## src/rtl/spi_master_16bit.sv

```systemverilog
// SPI mode-3 master for the ADXL345 controller: one 16-bit chip-select frame per
// accepted start, MSB first. MOSI changes on SCLK falling edges and MISO is sampled
// on SCLK rising edges. All outputs come straight from flops.
module spi_master_16bit #(
    parameter int unsigned CLK_DIV  = 10,  // clk cycles per SCLK half-period (>= 2)
    parameter int unsigned CS_SETUP = 2,   // cs_n fall to SCLK activity (>= 1)
    parameter int unsigned CS_HOLD  = 2,   // last SCLK rise to cs_n rise (>= 1)
    parameter int unsigned CS_GAP   = 4    // cs_n high before busy drops (>= 1)
) (
    input  logic        clk,
    input  logic        reset_n,
    input  logic        start,
    input  logic [15:0] data_in_16bit,
    output logic        busy,
    output logic [15:0] data_out_16bit,
    output logic        cs_n,
    output logic        sclk,
    output logic        mosi,
    input  logic        miso
);

    localparam int unsigned CntW = 16;

    // Terminal counts for the shared phase/divider counter.
    localparam logic [CntW-1:0] SetupLast = CntW'(CS_SETUP - 1);
    localparam logic [CntW-1:0] DivLast   = CntW'(CLK_DIV - 1);
    localparam logic [CntW-1:0] HoldLast  = CntW'(CS_HOLD - 1);
    localparam logic [CntW-1:0] GapLast   = CntW'(CS_GAP - 1);
    localparam logic [CntW-1:0] CntOne    = CntW'(1);

    // 32 SCLK toggles per frame; the last one (index 31) is the 16th rising edge.
    localparam logic [5:0] LastToggle = 6'd31;

    typedef enum logic [2:0] {
        StIdle,
        StSetup,
        StXfer,
        StHold,
        StGap
    } state_e;

    state_e state_q, state_d;

    logic [CntW-1:0] cnt_q, cnt_d;      // phase length in SETUP/HOLD/GAP, divider in XFER
    logic [5:0]      tog_q, tog_d;      // SCLK toggles already made this frame
    logic [15:0]     tx_sr_q, tx_sr_d;
    logic [15:0]     rx_sr_q, rx_sr_d;
    logic [15:0]     dout_q, dout_d;
    logic            busy_q, busy_d;
    logic            cs_n_q, cs_n_d;
    logic            sclk_q, sclk_d;
    logic            mosi_q, mosi_d;

    // State and output registers; reset returns the bus to its idle levels at once.
    always_ff @(posedge clk or negedge reset_n) begin
        if (!reset_n) begin
            state_q <= StIdle;
            cnt_q   <= '0;
            tog_q   <= '0;
            tx_sr_q <= '0;
            rx_sr_q <= '0;
            dout_q  <= '0;
            busy_q  <= 1'b0;
            cs_n_q  <= 1'b1;
            sclk_q  <= 1'b1;
            mosi_q  <= 1'b0;
        end else begin
            state_q <= state_d;
            cnt_q   <= cnt_d;
            tog_q   <= tog_d;
            tx_sr_q <= tx_sr_d;
            rx_sr_q <= rx_sr_d;
            dout_q  <= dout_d;
            busy_q  <= busy_d;
            cs_n_q  <= cs_n_d;
            sclk_q  <= sclk_d;
            mosi_q  <= mosi_d;
        end
    end

    // Next-state logic: frame sequencing, SCLK generation and both shift registers.
    always_comb begin
        state_d = state_q;
        cnt_d   = cnt_q;
        tog_d   = tog_q;
        tx_sr_d = tx_sr_q;
        rx_sr_d = rx_sr_q;
        dout_d  = dout_q;
        busy_d  = busy_q;
        cs_n_d  = cs_n_q;
        sclk_d  = sclk_q;
        mosi_d  = mosi_q;

        case (state_q)
            StIdle: begin
                // Level-sensitive: a start held high re-triggers right after GAP.
                if (start) begin
                    tx_sr_d = data_in_16bit;
                    mosi_d  = data_in_16bit[15];
                    busy_d  = 1'b1;
                    cs_n_d  = 1'b0;
                    cnt_d   = '0;
                    state_d = StSetup;
                end
            end

            StSetup: begin
                if (cnt_q == SetupLast) begin
                    cnt_d   = '0;
                    tog_d   = '0;
                    state_d = StXfer;
                end else begin
                    cnt_d = cnt_q + CntOne;
                end
            end

            StXfer: begin
                if (cnt_q == DivLast) begin
                    cnt_d  = '0;
                    sclk_d = ~sclk_q;
                    tog_d  = tog_q + 6'd1;
                    if (sclk_q) begin
                        // Falling edge. Bit 15 was already driven at acceptance,
                        // so the first fall leaves MOSI alone.
                        if (tog_q != 6'd0) begin
                            tx_sr_d = {tx_sr_q[14:0], 1'b0};
                            mosi_d  = tx_sr_q[14];
                        end
                    end else begin
                        // Rising edge: capture MISO in the cycle SCLK goes high.
                        rx_sr_d = {rx_sr_q[14:0], miso};
                        if (tog_q == LastToggle) begin
                            state_d = StHold;
                        end
                    end
                end else begin
                    cnt_d = cnt_q + CntOne;
                end
            end

            StHold: begin
                if (cnt_q == HoldLast) begin
                    cnt_d   = '0;
                    cs_n_d  = 1'b1;
                    mosi_d  = 1'b0;
                    dout_d  = rx_sr_q;
                    state_d = StGap;
                end else begin
                    cnt_d = cnt_q + CntOne;
                end
            end

            StGap: begin
                if (cnt_q == GapLast) begin
                    cnt_d   = '0;
                    busy_d  = 1'b0;
                    state_d = StIdle;
                end else begin
                    cnt_d = cnt_q + CntOne;
                end
            end

            default: begin
                state_d = StIdle;
            end
        endcase
    end

    assign busy           = busy_q;
    assign data_out_16bit = dout_q;
    assign cs_n           = cs_n_q;
    assign sclk           = sclk_q;
    assign mosi           = mosi_q;

endmodule

```

## config.mk

```make
export PLATFORM = sky130hd
export DESIGN_NAME = spi_master_16bit
export DESIGN_NICKNAME = d
export VERILOG_FILES = /design/src/rtl/spi_master_16bit.sv
export SDC_FILE = /design/constraint.sdc
export NUM_CORES = 1
export LEC_CHECK = 0
export CORE_MARGIN = 4
export CORE_UTILIZATION = 50
export CTS_CLUSTER_DIAMETER = 120
export DETAILED_ROUTE_END_ITERATION = 16
export DONT_BUFFER_PORTS = 1
export HOLD_SLACK_MARGIN = 0.06
export PLACE_DENSITY = 0.68
export SYNTH_ARGS = -nofsm -noshare
export SYNTH_HDL_FRONTEND = slang
export SYNTH_SLANG_ARGS = --single-unit
```

## constraint.sdc

```tcl
create_clock -name clk -period 2.5 [get_ports clk]
set_input_delay 0.625 -clock clk [delete_from_list [all_inputs] [get_ports clk]]
set_output_delay 0.625 -clock clk [all_outputs]
set_load 0.02 [all_outputs]
```

==> metrics.txt <==
run status=complete, but fails checks; failing checks=negative setup slack; Fin. Hold Viols=0; Highest Signal Layer=met4; top_reg_cell synth=dfrtp_1; fraction of registers with async set or reset after synthesis=1.000; first-pass GRT wire length=13940 um; top post-synthesis cells by count=dfrtp_1 (74), mux2_2 (32), o22a_1 (28); synth warn=0; final std cells w/o fill=485; clk_lat worst skew=0.35 ns; DRT Pass-1 Iters=4; worst r2r src=cnt_q[5]$_DFFE_PN0P_; Final min period=2.587 ns; Slew Viols, Final=0; initial antenna violation count=0; Reg clk slew, reported paths=0.09 ns; met2 wire len=3758 um; WL final=8065 um; power per cell area=498.8 nW/um^2; CTS Buf Count=9; critical path class=register to register; Avg WL per Cell=16.63 um; via count=2790; Post-Syn Area=3696 um^2; leakage power=0.001966 uW; vias per cell=5.753; site row count=31; initial drt markers=205; Rel. slew slack=0.2542; nets@finish=405; CTS tree=built; total track usage=0.2003; Die ar.=8831 um^2; port bufs=0; Die Width=93.98 um; min-delay worst type=input pin to async pin; post-route DRC violation count=0; largest net degree at the start of global routing=75; final core occ=0.6075; HPWL reported at the end of detailed placement=5344 um; #FFs+latches synth=76; Ant. Diodes=0; critical-path maximum fanout=7; Syn Area/Cell=10.84 um^2; Post-Synthesis Cells=341; critical path endpoint=tx_sr_q[13]$_DFFE_PN0P_; Worst VDD drop=397.2 uV; final worst setup slack=-0.08654 ns; CP Launch Type=register; Syn Nets=365; r2r setup slk=-0.09 ns; DRT antenna net count=0; main area contributors after synthesis=dfrtp_1 (50%), mux2_2 (9.7%), o22a_1 (6.6%), nand2_1 (2.4%), o21ai_0 (2.2%); worst-margin pin slew=1.119 ns; Layout Skew=0.01204 ns; sequential share of the synthesized area=0.5152; final setup violation count=15; die span in y=93.98 um; Worst Path Required=2.75 ns; fmax=386.6 MHz; reg2reg end=tx_sr_q[13]$_DFFE_PN0P_; clk sink count=76; RSZ-0062 raised after global routing=true; leading area contributor after synthesis=dfrtp_1; placer congestion estimate=0.8098; M1 wire length=3756 um; placed cells=462; most frequent cell after synthesis=dfrtp_1; Worst R2R Path Depth=6; Max-Cap Viols=0; Synth top area share=0.5010; share of cells above drive strength 1=0.2979; core area=7214 um^2; grt total ovfl=0; Worst setup EP type=register; Post-synth EDFFs=0; CTS max path bufs=2; I/O pin count=40; pre-CTS setup slack=-0.2270 ns; root buffer cell=clkbuf_8; Synth cell types=48; Worst Path Arrival=2.83 ns; Syn-to-layout area delta=18.58%; vias in the first global route=2860; Worst Setup SP=cnt_q[5]$_DFFE_PN0P_; Tcrit/Tclk final=1.035; WL met3=434 um; Max H-tree Level=3; Initial Util=0.5123
[through the flow]
stage	hold WS, ns	power (uW)	area [um^2]	TNS [ns]
3_5_place_dp	0.3319	1272	4065	-2.956
5_1_grt	0.09255	2267	4383	-1.574
4_1_cts	0.09443	2205	4342	-0.7685
6_report	0.1066	2186	4383	-0.6763
2_1_floorplan	0.3294	1269	3702	-2.489
3_3_place_gp	0.3319	1271	4065	-2.197
[metal layers]
| layer | GRT usage | up-vias |
|---|---|---|
| met5 | 0 | - |
| met4 | 0.06498 | 0 |
| met3 | 0.06250 | 10 |
| met2 | 0.3022 | 49 |
| met1 | 0.2753 | 1374 |
| li1 | - | 1357 |
[cell families after synthesis]
group,count (synthesis),share of synthesized area
fa+ha+maj,4,0.01354
buf+inv,30,0.03317
flops,76,0.5152
mux,37,0.1110
simple gates,108,0.1574
compound gates,81,0.1578
xor+xnor,5,0.01185
[cells in the final DEF (no fill, tap or decap), drive strengths merged, types with 3 or more instances in the layout]
cell type / instances
a31oi: 4
nor3b: 3
nor2: 21
dfrtp: 74
mux2: 32
inv: 14
nor4: 9
nand2b: 4
or4b: 3
a21oi: 9
o21ai: 16
clkbuf: 10
or4: 5
nor3: 12
o22a: 28
nand3: 12
ha: 4
mux2i: 5
o41ai: 3
xnor2: 4
nand2: 24
o31ai: 9
and3: 3
buf: 48
[layout make-up]
cell class              instances  area [um^2]
clock buffers                  10        137.6
flip-flops and latches         76         1904
repair buffers                 48        400.4
fillers                       630         2831
well taps                      99        123.9
inverters                      11        41.29
multi-input cells             235         1722
clock inverters                 6        53.80
[registers in the layout, summed over array words and instances, names as in the netlist]
register	flops
cnt_q	16
busy	1
cs_n	1
mosi	1
sclk	1
data_out_16bit	16
state_q	3
rx_sr_q	16
tog_q	6
tx_sr_q	15
[power breakdown]
group	switching, uW	total (uW)	internal [uW]
sequential	0.470	1230	1230
combinational	27.1	44.3	17.2
clock	507	913	405
total	535	2190	1650
[how the worst min path moves through the flow]
stage               slack, ns                    to
finish                   0.11      sclk$_DFFE_PN1P_
global route             0.09      sclk$_DFFE_PN1P_
CTS                      0.09      sclk$_DFFE_PN1P_
detailed placement       0.33  tog_q[2]$_DFFE_PN0P_
global placement         0.33  tog_q[2]$_DFFE_PN0P_
floorplan                0.33      busy$_DFFE_PN0P_
[repair_timing]
item                                   in CTS  in global routing
hold buffers                                1                  0
setup endpoints to repair                  16                 29
resized for setup                           7                  7
pin swaps                                   8                  5
setup buffers                               3                  2
gates cloned                                1                  0
endpoints found under the hold margin      74                  0
[critical path, cell delays in order (launching register included)]
cell	delay (ns)
dfrtp_1	0.40
or4_4	0.56
or4_4	0.57
or4_4	0.46
buf_6	0.15
o22a_1	0.16
o22a_1	0.19
Power figures use the tool's default switching activity.
